[src/rtl/esteira_pkg.sv]
// Shared definitions for the bottling conveyor: state encodings, box size and timer width.
// Also imported by the VGA display top, so keep the encodings stable.
package esteira_pkg;

    localparam int TIMER_W = 28;

    localparam logic [2:0] ST_PARADO   = 3'b000;
    localparam logic [2:0] ST_AG_ENCH  = 3'b001;
    localparam logic [2:0] ST_AG_VED   = 3'b010;
    localparam logic [2:0] ST_FALTA    = 3'b011;
    localparam logic [2:0] ST_AG_CQ    = 3'b100;
    localparam logic [2:0] ST_AG_LACRE = 3'b101;

    localparam logic [3:0] CAIXA_TAM = 4'd12;

    // True when the bottle about to be finished is the last one of the current box.
    function automatic logic fecha_caixa(input logic [3:0] box_cnt);
        return (box_cnt == (CAIXA_TAM - 4'd1));
    endfunction

endpackage

[src/rtl/timer_ciclos.sv]
// Down-counting dwell/timeout timer: load a cycle count, count down while enabled.
// done is high when the current enabled cycle is the last one of the interval.
module timer_ciclos
    import esteira_pkg::*;
(
    input  logic               clk,
    input  logic               rst,
    input  logic               load,
    input  logic               enable,
    input  logic [TIMER_W-1:0] valor,
    output logic               done
);

    logic [TIMER_W-1:0] count_r;

    // Count register: load wins over counting, and the count holds at zero.
    always_ff @(posedge clk or posedge rst) begin
        if (rst) begin
            count_r <= {TIMER_W{1'b0}};
        end else if (load) begin
            count_r <= valor;
        end else if (enable && (count_r != {TIMER_W{1'b0}})) begin
            count_r <= count_r - {{(TIMER_W-1){1'b0}}, 1'b1};
        end else begin
            count_r <= count_r;
        end
    end

    assign done = (count_r <= {{(TIMER_W-1){1'b0}}, 1'b1});

endmodule

[src/rtl/esteira_controller.sv]
// Bottling conveyor controller: fill, cork, quality check, seal, with bottle/box counters.
// Optional build macro CQ_REJECT_EN: a failed quality check discards the bottle.
module esteira_controller
    import esteira_pkg::*;
#(
    parameter int FILL_TIMEOUT = 150_000_000,
    parameter int SEAL_CYCLES  = 50_000_000,
    parameter int ROLHA_MAX    = 15
) (
    input  logic       MAX10_CLK1_50,
    input  logic       reset,
    input  logic       ligar,
    input  logic       desligar,
    input  logic       repor_rolha,
    input  logic       sensor_enchimento,
    input  logic       sensor_cq,
    input  logic       sensor_lacre,
    input  logic       nivel_cheio,
    input  logic       cq_valid,
    input  logic       cq_ok,
    output logic [2:0] estado_atual,
    output logic       motor,
    output logic       val_enchimento,
    output logic       Motor_Parado_Pos_Enchimento,
    output logic       Motor_Parado_Pos_CQ,
    output logic       Motor_Parado_Pos_Lacre,
    output logic [3:0] rolhas,
    output logic [7:0] garrafas,
    output logic [7:0] caixas,
    output logic       descarte
);

    localparam logic [TIMER_W-1:0] FILL_LOAD  = TIMER_W'(FILL_TIMEOUT);
    localparam logic [TIMER_W-1:0] SEAL_LOAD  = TIMER_W'(SEAL_CYCLES);
    localparam logic [3:0]         ROLHA_LOAD = 4'(ROLHA_MAX);

    logic [2:0] state_r, state_s;
    logic       motor_r, motor_s;
    logic       valve_r, valve_s;
    logic       flag_ench_r, flag_ench_s;
    logic       flag_cq_r, flag_cq_s;
    logic       flag_lacre_r, flag_lacre_s;
    logic [3:0] rolhas_r, rolhas_s;
    logic [7:0] garrafas_r, garrafas_s;
    logic [7:0] caixas_r, caixas_s;
    logic [3:0] box_cnt_r, box_cnt_s;
    logic       descarte_r, descarte_s;

    logic               tmr_load_s;
    logic               tmr_en_s;
    logic [TIMER_W-1:0] tmr_value_s;
    logic               tmr_done_s;

    timer_ciclos u_timer (
        .clk    (MAX10_CLK1_50),
        .rst    (reset),
        .load   (tmr_load_s),
        .enable (tmr_en_s),
        .valor  (tmr_value_s),
        .done   (tmr_done_s)
    );

`ifndef CQ_REJECT_EN
    logic unused_cq_ok_s;
    assign unused_cq_ok_s = cq_ok;
`endif

    // Next-state, next-output and counter logic; motor_r/valve_r mark the sub-phase inside a station.
    always_comb begin
        state_s      = state_r;
        motor_s      = motor_r;
        valve_s      = valve_r;
        flag_ench_s  = flag_ench_r;
        flag_cq_s    = flag_cq_r;
        flag_lacre_s = flag_lacre_r;
        rolhas_s     = rolhas_r;
        garrafas_s   = garrafas_r;
        caixas_s     = caixas_r;
        box_cnt_s    = box_cnt_r;
        descarte_s   = 1'b0;
        tmr_load_s   = 1'b0;
        tmr_en_s     = 1'b0;
        tmr_value_s  = {TIMER_W{1'b0}};
        if (desligar) begin
            state_s      = ST_PARADO;
            motor_s      = 1'b0;
            valve_s      = 1'b0;
            flag_ench_s  = 1'b0;
            flag_cq_s    = 1'b0;
            flag_lacre_s = 1'b0;
            tmr_load_s   = 1'b1;
        end else begin
            case (state_r)
                ST_PARADO: begin
                    motor_s      = 1'b0;
                    valve_s      = 1'b0;
                    flag_ench_s  = 1'b0;
                    flag_cq_s    = 1'b0;
                    flag_lacre_s = 1'b0;
                    if (ligar) begin
                        state_s = ST_AG_ENCH;
                        motor_s = 1'b1;
                    end else begin
                        state_s = ST_PARADO;
                    end
                end
                ST_AG_ENCH: begin
                    if (motor_r) begin
                        if (sensor_enchimento) begin
                            motor_s     = 1'b0;
                            valve_s     = 1'b1;
                            flag_ench_s = 1'b1;
                            tmr_load_s  = 1'b1;
                            tmr_value_s = FILL_LOAD;
                        end else begin
                            motor_s = 1'b1;
                        end
                    end else if (valve_r) begin
                        tmr_en_s = 1'b1;
                        if (nivel_cheio || tmr_done_s) begin
                            valve_s     = 1'b0;
                            flag_ench_s = 1'b0;
                            tmr_load_s  = 1'b1;
                            tmr_value_s = SEAL_LOAD;
                            state_s     = (rolhas_r != 4'd0) ? ST_AG_VED : ST_FALTA;
                        end else begin
                            valve_s = 1'b1;
                        end
                    end else begin
                        motor_s     = 1'b1;
                        flag_ench_s = 1'b0;
                    end
                end
                ST_AG_VED: begin
                    motor_s  = 1'b0;
                    tmr_en_s = 1'b1;
                    if (tmr_done_s) begin
                        rolhas_s = (rolhas_r != 4'd0) ? (rolhas_r - 4'd1) : 4'd0;
                        state_s  = ST_AG_CQ;
                        motor_s  = 1'b1;
                    end else begin
                        state_s = ST_AG_VED;
                    end
                end
                ST_FALTA: begin
                    motor_s = 1'b0;
                    if (repor_rolha) begin
                        rolhas_s    = ROLHA_LOAD;
                        state_s     = ST_AG_VED;
                        tmr_load_s  = 1'b1;
                        tmr_value_s = SEAL_LOAD;
                    end else begin
                        state_s = ST_FALTA;
                    end
                end
                ST_AG_CQ: begin
                    if (motor_r) begin
                        if (sensor_cq) begin
                            motor_s   = 1'b0;
                            flag_cq_s = 1'b1;
                        end else begin
                            motor_s = 1'b1;
                        end
                    end else if (cq_valid) begin
                        flag_cq_s = 1'b0;
                        motor_s   = 1'b1;
`ifdef CQ_REJECT_EN
                        if (cq_ok) begin
                            state_s = ST_AG_LACRE;
                        end else begin
                            state_s    = ST_AG_ENCH;
                            descarte_s = 1'b1;
                        end
`else
                        state_s = ST_AG_LACRE;
`endif
                    end else begin
                        flag_cq_s = 1'b1;
                    end
                end
                ST_AG_LACRE: begin
                    if (motor_r) begin
                        if (sensor_lacre) begin
                            motor_s      = 1'b0;
                            flag_lacre_s = 1'b1;
                            tmr_load_s   = 1'b1;
                            tmr_value_s  = SEAL_LOAD;
                        end else begin
                            motor_s = 1'b1;
                        end
                    end else begin
                        tmr_en_s = 1'b1;
                        if (tmr_done_s) begin
                            flag_lacre_s = 1'b0;
                            motor_s      = 1'b1;
                            state_s      = ST_AG_ENCH;
                            garrafas_s   = garrafas_r + 8'd1;
                            // Box count runs on its own modulo-12 counter because garrafas wraps at 256.
                            if (fecha_caixa(box_cnt_r)) begin
                                box_cnt_s = 4'd0;
                                caixas_s  = caixas_r + 8'd1;
                            end else begin
                                box_cnt_s = box_cnt_r + 4'd1;
                            end
                        end else begin
                            flag_lacre_s = 1'b1;
                        end
                    end
                end
                default: begin
                    state_s      = ST_PARADO;
                    motor_s      = 1'b0;
                    valve_s      = 1'b0;
                    flag_ench_s  = 1'b0;
                    flag_cq_s    = 1'b0;
                    flag_lacre_s = 1'b0;
                end
            endcase
        end
    end

    // State, output and counter registers.
    always_ff @(posedge MAX10_CLK1_50 or posedge reset) begin
        if (reset) begin
            state_r      <= ST_PARADO;
            motor_r      <= 1'b0;
            valve_r      <= 1'b0;
            flag_ench_r  <= 1'b0;
            flag_cq_r    <= 1'b0;
            flag_lacre_r <= 1'b0;
            rolhas_r     <= ROLHA_LOAD;
            garrafas_r   <= 8'd0;
            caixas_r     <= 8'd0;
            box_cnt_r    <= 4'd0;
            descarte_r   <= 1'b0;
        end else begin
            state_r      <= state_s;
            motor_r      <= motor_s;
            valve_r      <= valve_s;
            flag_ench_r  <= flag_ench_s;
            flag_cq_r    <= flag_cq_s;
            flag_lacre_r <= flag_lacre_s;
            rolhas_r     <= rolhas_s;
            garrafas_r   <= garrafas_s;
            caixas_r     <= caixas_s;
            box_cnt_r    <= box_cnt_s;
            descarte_r   <= descarte_s;
        end
    end

    assign estado_atual                = state_r;
    assign motor                       = motor_r;
    assign val_enchimento              = valve_r;
    assign Motor_Parado_Pos_Enchimento = flag_ench_r;
    assign Motor_Parado_Pos_CQ         = flag_cq_r;
    assign Motor_Parado_Pos_Lacre      = flag_lacre_r;
    assign rolhas                      = rolhas_r;
    assign garrafas                    = garrafas_r;
    assign caixas                      = caixas_r;
    assign descarte                    = descarte_r;

endmodule

[config.mk]
export PLATFORM = sky130hd
export DESIGN_NAME = esteira_controller
export DESIGN_NICKNAME = d
export VERILOG_FILES = /design/src/rtl/esteira_pkg.sv /design/src/rtl/timer_ciclos.sv /design/src/rtl/esteira_controller.sv
export SDC_FILE = /design/constraint.sdc
export NUM_CORES = 1
export LEC_CHECK = 0
export ABC_CLOCK_PERIOD_IN_PS = 4250
export CAP_MARGIN = 10
export CORE_ASPECT_RATIO = 1.1
export CORE_MARGIN = 2
export CORE_UTILIZATION = 50
export DETAILED_ROUTE_END_ITERATION = 16
export PLACE_DENSITY = 0.81
export SYNTH_ARGS = -nofsm -noshare
export SYNTH_HDL_FRONTEND = slang
export SYNTH_SLANG_ARGS = --single-unit
[constraint.sdc]
create_clock -name MAX10_CLK1_50 -period 4.25 [get_ports MAX10_CLK1_50]
set_clock_uncertainty 0.05 [all_clocks]
set_input_delay 0.425 -clock MAX10_CLK1_50 [delete_from_list [all_inputs] [get_ports MAX10_CLK1_50]]
set_output_delay 0.425 -clock MAX10_CLK1_50 [all_outputs]
set_load 0.05 [all_outputs]
==> impl_metrics.yaml, run 1 <==
worst_setup_path:
  reg2reg_from: "u_timer.count_r[14]"
  cp_max_fo: 14
  cp.depth: 6
  critPathLaunchType: "flip-flop"
  slowest_delay_ps: 730
  cp_data_required_time_ps: 4430
  crit_path_end_kind: "flip-flop"
  cp.arrival_ps: 3710
  worst-path-buf-inv: 0
  crit_slowest_cell: "or4b_1"
  critPathTopFamily: "simple AND/OR/NAND/NOR gates"
  r2r_cells: 6
  rrSetupSlack_ps: 720
  critPathKind: "flip-flop to flip-flop"
  path_cells: "or4_1 -> or4b_1 -> or3_1 -> nor3_4 -> o21ai_0 -> a221o_1"
  timing.rr.end: "box_cnt_r[3]"
routing:
  via_per_inst: 6.24
  drt_iter0_markers: 183
  wl_per_cell_um: 16.2
  dr.pass1.iters: 6
  vias: 3222
  wirelength_um: 8350
  drc: 0
  ant_nets: 0
die:
  core_area_um2: 6970
  die_h_um: 92.8
  start_util_pct: 51.5
  io_pins: 40
  fp-row-count: 32
  die_area_um2: 7870
  fp.dieW_um: 84.8
clock_network:
  cts_made_buffers: 9
  clkLatencyLatePin_ps: 350
  cts_tree: "done"
  hold_buffers: 0
  htreeDepth: 3
  cts_buffer_depth: 2
  clock-sinks: 60
  path_clk_slew_ps: 80
  cts_resized: 0
  cts_setup_buffers: 0
  cts-root-buf: "clkbuf_8"
timing:
  holdWs_ps: 414
  rsz0062_at_grt: "no"
  finalHoldViolations: 0
  fmax_mhz: 283
  fin_ws_ps: 721
  setup_violations: 0
  fin_crit_ps: 3530
  final.period_utilization_pct: 83.0
  finalSetupTns_ps: 0
  tightest_slew_ps: 772
  slew_headroom_pct: 48.4
  slew_violations: 0
placed_design:
  pre_cts_slack_ps: 805
  place_congestion: 0.923
  place_hpwl_um: 5910
  port_buffers: 37
power:
  power_leakage_uw: 0.00185
  p_sw_uw: 1370
  power_density_nw_per_um2: 695
  clkPwrFrac_pct: 19.7
  swShare_pct: 46.7
  power_frac_comb_pct: 51.2
  ir_drop_mv: 0.461
  seq_power_share_pct: 29.0
  power.internal_uw: 1570
synthesis:
  ys_types: 65
  avgSynthCellArea_um2: 9.15
  syn_nets: 411
  synth.area.top_cells: "dfrtp_1 (39%), xnor2_1 (4.9%), nor2_1 (4.2%)"
  synth-edff-count: 0
  syn_area_um2: 3590
  synth_top_area_cell: "dfrtp_1"
  synth_warnings: 0
  synth-seq-cells: 60
  synth_top_area_share_pct: 39.1
  synth_ff_type: "dfrtp_1"
  postSynthCellCount: 392
  yosys-top-cells-count: "dfrtp_1 (56), nor2_1 (40), nand2_1 (27)"
  synthArstFlopShare_pct: 100
  synth.most_common_cell: "dfrtp_1"
  synth-seq-area-share_pct: 42.0
min_path:
  hp-start: "garrafas[7]"
  holdPathEnd: "garrafas[7]"
  min_path_type: "flip-flop to flip-flop"
  holdPathStages: 1
grt:
  overflow: 0
  antenna_found_initial: 0
  use_met2_pct: 37.5
  gr-usage-met3_pct: 4.63
  grt_usage_pct: 22.1
  grt_pass1_wl_um: 14100
  grt_busiest_layer: "met2"
  grt_pass1_vias: 3034
  grt_max_degree: 32
  gr-usage-met1_pct: 28.0
cells_and_area:
  syn_to_final_growth_pct: 17.8
  diodes: 0
  multiInputGateArea_um2: 1930
  final_nets: 445
  layout-drive-gt1-share_pct: 9.05
  fillers: 581
  seq_area_um2: 1510
status:
  status: "complete, no violations"
flow_run:
  maxCapViolCount: 0
## layer usage
metal | share of wire (%) | wire length (um)
met3 | 6.5 | 543
met4 | 1.5 | 122
met1 | 42 | 3520
met2 | 50 | 4170
met5 | 0 | 0
## worst max path at each step
stage,startpoint,end,slack (ps)
CTS,u_timer.count_r[14],box_cnt_r[3],740
global route,u_timer.count_r[13],box_cnt_r[3],600
floorplan,u_timer.count_r[11],caixas[1],1230
finish,u_timer.count_r[14],box_cnt_r[3],720
global placement,u_timer.count_r[14],box_cnt_r[3],860
detailed placement,u_timer.count_r[14],box_cnt_r[3],810
## sequential cells by signal (all words and copies together), names as in the netlist
| register | flops |
|---|---|
| u_timer.count_r | 28 |
| caixas | 8 |
| garrafas | 8 |
| box_cnt_r | 4 |
| rolhas | 4 |
| estado_atual | 3 |
| Motor_Parado_Pos_CQ | 1 |
| Motor_Parado_Pos_Enchimento | 1 |
| Motor_Parado_Pos_Lacre | 1 |
| motor | 1 |
| val_enchimento | 1 |
## power groups by stage
stage               sequential [uW]  combinational, uW  clock, uW
floorplan                       883               1180          0
finish                          852               1510        580
global route                    876               1670        610
CTS                             847               1490        590
global placement                850               1450          0
detailed placement              855               1480          0
## cells by family after synthesis
| kind of cell | share of synthesized area, % |
|---|---|
| multiplexers | 2.41 |
| buffers and inverters | 4.08 |
| AO/OA/AOI/OAI | 18.1 |
| AND/OR/NAND/NOR | 23.9 |
| flip-flops | 42.0 |
| XOR/XNOR | 6.59 |
| adder cells (fa/ha/maj) | 2.79 |
| other | 0.105 |
## placed cells by master, fill, tap and decap left out, drive strengths merged, types with 4 or more instances in the layout
master and count:
a31oi 7, nand4 9, o31a 4, ha 8, o22a 4, nand2 27
clkinv 4, xor2 7, nand2b 5, o21ai 25, dfrtp 56, a21oi 22
clkbuf 9, mux2 5, nor2 40, or4 6, xnor2 20, nor4 11
clkdlybuf4s50 37, nand3 14, buf 4, or3 4, nor3 18, and3 7
inv 13, dfstp 4
## per-stage QoR
step | area, um2 | utilization, % | total power (uW) | std cells
2_1_floorplan | 3590 | - | 2060 | 392
3_3_place_gp | 4000 | 57.4 | 2300 | 500
3_5_place_dp | 4000 | 57.4 | 2330 | 500
4_1_cts | 4230 | 60.7 | 2920 | 516
5_1_grt | 4230 | 60.7 | 3160 | 516
6_report | 4230 | 60.7 | 2940 | 516
## worst reg2reg max path: stages (launching register included)
cell and delay, ps:
dfrtp_1 420, or4_1 560, or4b_1 730, or3_1 600, nor3_4 520, o21ai_0 210
a221o_1 340
## cell type report
cell class / count / share of cell area, %
Multi-Input combinational cell: 300 / 45.8
Sequential cell: 60 / 35.7
Tap cell: 85 / 2.52
Clock buffer: 9 / 2.93
Inverter: 14 / 1.24
Clock inverter: 7 / 2.40
Timing Repair Buffer: 41 / 9.48
(Power assumes the default switching activity.)
==> inputs of run 2 (changes only) <==
--- a/config.mk
+++ b/config.mk
@@ -5,7 +5,7 @@
 export SDC_FILE = /design/constraint.sdc
 export NUM_CORES = 1
 export LEC_CHECK = 0
-export ABC_CLOCK_PERIOD_IN_PS = 4250
+export ABC_CLOCK_PERIOD_IN_PS = 3690
 export CAP_MARGIN = 10
 export CORE_ASPECT_RATIO = 1.1
 export CORE_MARGIN = 2
==> constraint.sdc (replaced) <==
create_clock -name MAX10_CLK1_50 -period 3.69 [get_ports MAX10_CLK1_50]
set_clock_uncertainty 0.05 [all_clocks]
set_input_delay 0.369 -clock MAX10_CLK1_50 [delete_from_list [all_inputs] [get_ports MAX10_CLK1_50]]
set_output_delay 0.369 -clock MAX10_CLK1_50 [all_outputs]
set_load 0.05 [all_outputs]
==> run 2 against run 1 <==
Non-clock buffer count up 5. Sequential cell count unchanged. Via count down 0.78%. Worst setup slack worse by 310 ps. Combinational power up 21%. Sequential share of layout area up 0.095 points. Cell area down 0.27%. Largest cell class unchanged. Highest routed layer unchanged.
==> impl_metrics.yaml, run 2 (same netlist as run 1, synthesis figures left out) <==
cells_and_area:
  diodes: 0
  layout-drive-gt1-share_pct: 10.1
  final_nets: 450
  top_register: "u_timer.count_r"
  final_cell_mix: "dfrtp_1 (56), nor2_1 (40), clkdlybuf4s50_1 (37), nand2_1 (27), o21ai_0 (23)"
  fin_area_um2: 4210
  mostFrequentLayoutCell: "dfrtp_1"
  syn_to_final_growth_pct: 17.5
  final_util_pct: 60.5
  largest_reg_flops: 28
clock_network:
  hold_buffers: 0
  clkLatencyLatePin_ps: 350
  cts_buffer_depth: 2
  cts_setup_buffers: 0
  clock-sinks: 60
  cts-root-buf: "clkbuf_8"
  cts_tree: "done"
  path_clk_slew_ps: 80
  htreeDepth: 3
  cts_made_buffers: 9
  cts_resized: 0
placed_design:
  placed_cell_area_um2: 4040
  place_congestion: 0.930
  port_buffers: 37
  place_hpwl_um: 6070
  pre_cts_slack_ps: 419
grt:
  overflow: 0
  grt_usage_pct: 22.6
  grt_pass1_vias: 3010
  antenna_found_initial: 0
  grt_pass1_wl_um: 14300
  grt_max_degree: 37
worst_setup_path:
  r2r_cells: 6
  critPathKind: "flip-flop to flip-flop"
  cp_max_fo: 14
  slowest_delay_ps: 600
  path_cells: "or4_4 -> or4_4 -> or3_1 -> nor3_4 -> o21ai_0 -> a221o_1"
  crit_path_frequent_cell: "or4_4"
  critPathTopFamily: "simple AND/OR/NAND/NOR gates"
  worst-path-buf-inv: 0
  critPathLaunchType: "flip-flop"
  rrSetupSlack_ps: 410
  reg2reg_from: "u_timer.count_r[10]"
  startpoint: "u_timer.count_r[10]"
  crit_path_end_kind: "flip-flop"
  cp.arrival_ps: 3460
  cp.depth: 6
  timing.rr.end: "box_cnt_r[3]"
  crit_end: "box_cnt_r[3]"
  cp_data_required_time_ps: 3870
  crit_slowest_cell: "or4_4"
power:
  power_density_nw_per_um2: 785
  ir_drop_mv: 0.451
  power_leakage_uw: 0.00184
routing:
  wirelength_um: 8600
  vias: 3197
  ant_nets: 0
  drt_iter0_markers: 299
  drc: 0
  via_per_inst: 6.14
  wl_per_cell_um: 16.5
  dr.pass1.iters: 5
min_path:
  min_path_type: "flip-flop to flip-flop"
timing:
  holdWs_ps: 415
  finalHoldViolations: 0
  final.period_utilization_pct: 88.8
  finalSetupTns_ps: 0
  rsz0062_at_grt: "no"
  slew_violations: 0
  slew_headroom_pct: 45.4
  setup_violations: 0
  fin_ws_ps: 414
  tightest_slew_ps: 817
  fin_crit_ps: 3280
  fmax_mhz: 305
die:
  start_util_pct: 51.5
  die_h_um: 92.8
  fp-row-count: 32
  core_area_um2: 6970
  fp.dieW_um: 84.8
  die_area_um2: 7870
  io_pins: 40
flow_run:
  maxCapViolCount: 0
status:
  status: "complete, no violations"
-- run 2: how the worst min path moves through the flow --
stage / start / endpoint / slack, ps / cells after the start
floorplan: u_timer.count_r[21] / u_timer.count_r[21] / 450 / 2
global placement: garrafas[7] / garrafas[7] / 410 / 1
detailed placement: garrafas[7] / garrafas[7] / 410 / 1
CTS: garrafas[7] / garrafas[7] / 420 / 1
global route: garrafas[7] / garrafas[7] / 440 / 1
finish: garrafas[7] / garrafas[7] / 410 / 1
-- run 2: cell type report --
class | instances | area (um2)
clock buffers | 9 | 124
clock inverters | 7 | 52.6
fillers | 610 | 2750
inverters | 14 | 52.6
multi-input cells | 300 | 1930
flip-flops and latches | 60 | 1510
well taps | 85 | 106
repair buffers | 46 | 438
-- run 2: per-stage QoR --
step	instances	power (uW)
after floorplan	392	2370
after global placement	505	2690
after detailed placement	505	2750
after CTS	521	3300
after global routing	521	3560
final	521	3310
-- run 2: layer usage --
| metal | vias to the layer above | wire (um) | track usage (%) |
|---|---|---|---|
| li1 | 1524 | - | - |
| met1 | 1553 | 3730 | 29.5 |
| met2 | 107 | 4310 | 37.0 |
| met3 | 13 | 469 | 5.44 |
| met4 | 0 | 90 | 7.28 |
| met5 | - | 0 | 0 |
-- run 2: worst reg2reg max path, stage by stage, from the launching register on --
cell,delay (ps)
dfrtp_1,420
or4_4,550
or4_4,600
or3_1,540
nor3_4,500
o21ai_0,190
a221o_1,320
-- run 2: power by group --
part / leakage (uW) / internal [uW] / switching, uW
clock: 0.0000779 / 245 / 292
combinational: 0.000957 / 667 / 1150
sequential: 0.000810 / 784 / 170
==> inputs of run 3 (changes only) <==
--- a/config.mk
+++ b/config.mk
@@ -10,7 +10,10 @@
 export CORE_ASPECT_RATIO = 1.1
 export CORE_MARGIN = 2
 export CORE_UTILIZATION = 50
+export CTS_BUF_LIST = sky130_fd_sc_hd__clkbuf_16
 export DETAILED_ROUTE_END_ITERATION = 16
+export GPL_ROUTABILITY_DRIVEN = 0
+export MAX_ROUTING_LAYER = met4
 export PLACE_DENSITY = 0.81
 export SYNTH_ARGS = -nofsm -noshare
 export SYNTH_HDL_FRONTEND = slang
==> run 3 against run 2 <==
Die area unchanged. Final cell count unchanged. Sequential share of layout area down 0.84 points. Maximum frequency up 0.40%. Clock-buffer cell count unchanged. Clock power up 45%. Sequential cell count unchanged. Register-to-register slack about the same. Via count up 1.1%. Sequential power about the same. Core utilization up 1.5 points. Wire length up 1.9%. Critical path type unchanged. Critical endpoint unchanged. Largest power group unchanged. Highest routed layer unchanged.
==> impl_metrics.yaml, run 3 (same netlist as run 1, synthesis figures left out) <==
die:
  fp.dieW_um: 84.8
  io_pins: 40
  fp-row-count: 32
  die_area_um2: 7870
  core_area_um2: 6970
  start_util_pct: 51.5
  die_h_um: 92.8
clock_network:
  htreeDepth: 3
  cts-root-buf: "clkbuf_16"
  hold_buffers: 0
  clock-sinks: 60
  cts_made_buffers: 9
  path_clk_slew_ps: 50
  cts_tree: "done"
  clkLatencyLatePin_ps: 340
  cts_setup_buffers: 0
  cts_buffer_depth: 2
  cts_resized: 0
grt:
  grt_pass1_wl_um: 14400
  grt_max_degree: 37
  overflow: 0
  grt_usage_pct: 23.5
  antenna_found_initial: 0
  grt_pass1_vias: 3031
routing:
  dr.pass1.iters: 5
  drt_iter0_markers: 322
  drc: 0
  wirelength_um: 8760
  vias: 3233
  via_per_inst: 6.21
  wl_per_cell_um: 16.8
  ant_nets: 0
timing:
  fin_crit_ps: 3260
  tightest_slew_ps: 858
  rsz0062_at_grt: "no"
  final.period_utilization_pct: 88.4
  slew_headroom_pct: 42.7
  finalSetupTns_ps: 0
  fmax_mhz: 306
  slew_violations: 0
  finalHoldViolations: 0
  setup_violations: 0
  holdWs_ps: 412
worst_setup_path:
  rrSetupSlack_ps: 430
  timing.rr.end: "box_cnt_r[3]"
  crit_end: "box_cnt_r[3]"
  startpoint: "u_timer.count_r[11]"
  reg2reg_from: "u_timer.count_r[11]"
  r2r_cells: 6
  crit_path_end_kind: "flip-flop"
  crit_slowest_cell: "or4_4"
  crit_path_frequent_cell: "or4_4"
  slowest_delay_ps: 600
  cp.arrival_ps: 3430
  critPathLaunchType: "flip-flop"
  cp_data_required_time_ps: 3850
  path_cells: "or4_4 -> or4_4 -> or3_1 -> nor3_4 -> o21ai_0 -> a221o_1"
  critPathKind: "flip-flop to flip-flop"
  cp_max_fo: 14
flow_run:
  maxCapViolCount: 0
cells_and_area:
  multiInputGateArea_um2: 1930
  final_cells: 521
  fillers: 586
  seq_area_um2: 1510
  layout-drive-gt1-share_pct: 10.1
  final_cell_mix: "dfrtp_1 (56), nor2_1 (40), clkdlybuf4s50_1 (37), nand2_1 (27), o21ai_0 (23)"
  top_register: "u_timer.count_r"
  mostFrequentLayoutCell: "dfrtp_1"
  syn_to_final_growth_pct: 20.3
  final_nets: 450
  largest_reg_flops: 28
  diodes: 0
placed_design:
  port_buffers: 37
  place_hpwl_um: 6070
  dpl.cell_count: 505
power:
  power_leakage_uw: 0.00189
  ir_drop_mv: 0.453
  power_density_nw_per_um2: 826
status:
  status: "complete, no violations"
min_path:
  hp-start: "garrafas[7]"
  min_path_type: "flip-flop to flip-flop"
## run 3: cell count changes in the layout (fill, tap and decap cells not counted)
| cell | before | now |
|---|---|---|
| clkbuf_16 | 0 | 9 |
| clkbuf_8 | 9 | 0 |
## run 3: power breakdown
group | leakage [uW] | switching [uW] | internal [uW]
Combinational | 0.000957 | 1160 | 667
Clock | 0.000124 | 322 | 455
Sequential | 0.000810 | 170 | 786
Total | 0.00189 | 1650 | 1910
## run 3: worst min path at each step
| stage | to | slack (ps) | cells after the start |
|---|---|---|---|
| detailed placement | garrafas[7] | 410 | 1 |
| global placement | garrafas[7] | 410 | 1 |
| global route | garrafas[7] | 440 | 1 |
| finish | garrafas[7] | 410 | 1 |
| CTS | garrafas[7] | 420 | 1 |
| floorplan | u_timer.count_r[21] | 450 | 2 |
## run 3: layout make-up
type                            count  share of cell area [%]
Clock buffer                        9                    5.22
Clock inverter                      7                    1.22
Inverter                           14                    1.22
Multi-Input combinational cell    300                    44.8
Sequential cell                    60                    34.9
Tap cell                           85                    2.46
Timing Repair Buffer               46                    10.1
## run 3: through the flow
step	cell area [um2]	worst slack, ps	util, %	power (uW)
final	4320	427	61.9	3560
after global placement	4040	498	58.0	2690
after global routing	4320	260	61.9	3800
after detailed placement	4040	419	58.0	2750
after floorplan	3590	667	-	2370
after CTS	4320	417	61.9	3540
## run 3: critical path: cells and delay by family, from the launching register on
kind	cells	cell delay, ps
compound gates	2	510
simple gates	4	2190
flops	1	400
## run 3: routing by layer
metal	global-route usage (%)	wire [um]	vias to the layer above
met5	-	0	-
met4	8.20	119	0
met3	5.26	593	16
met2	37.5	4400	143
met1	29.7	3650	1543
li1	-	-	1531
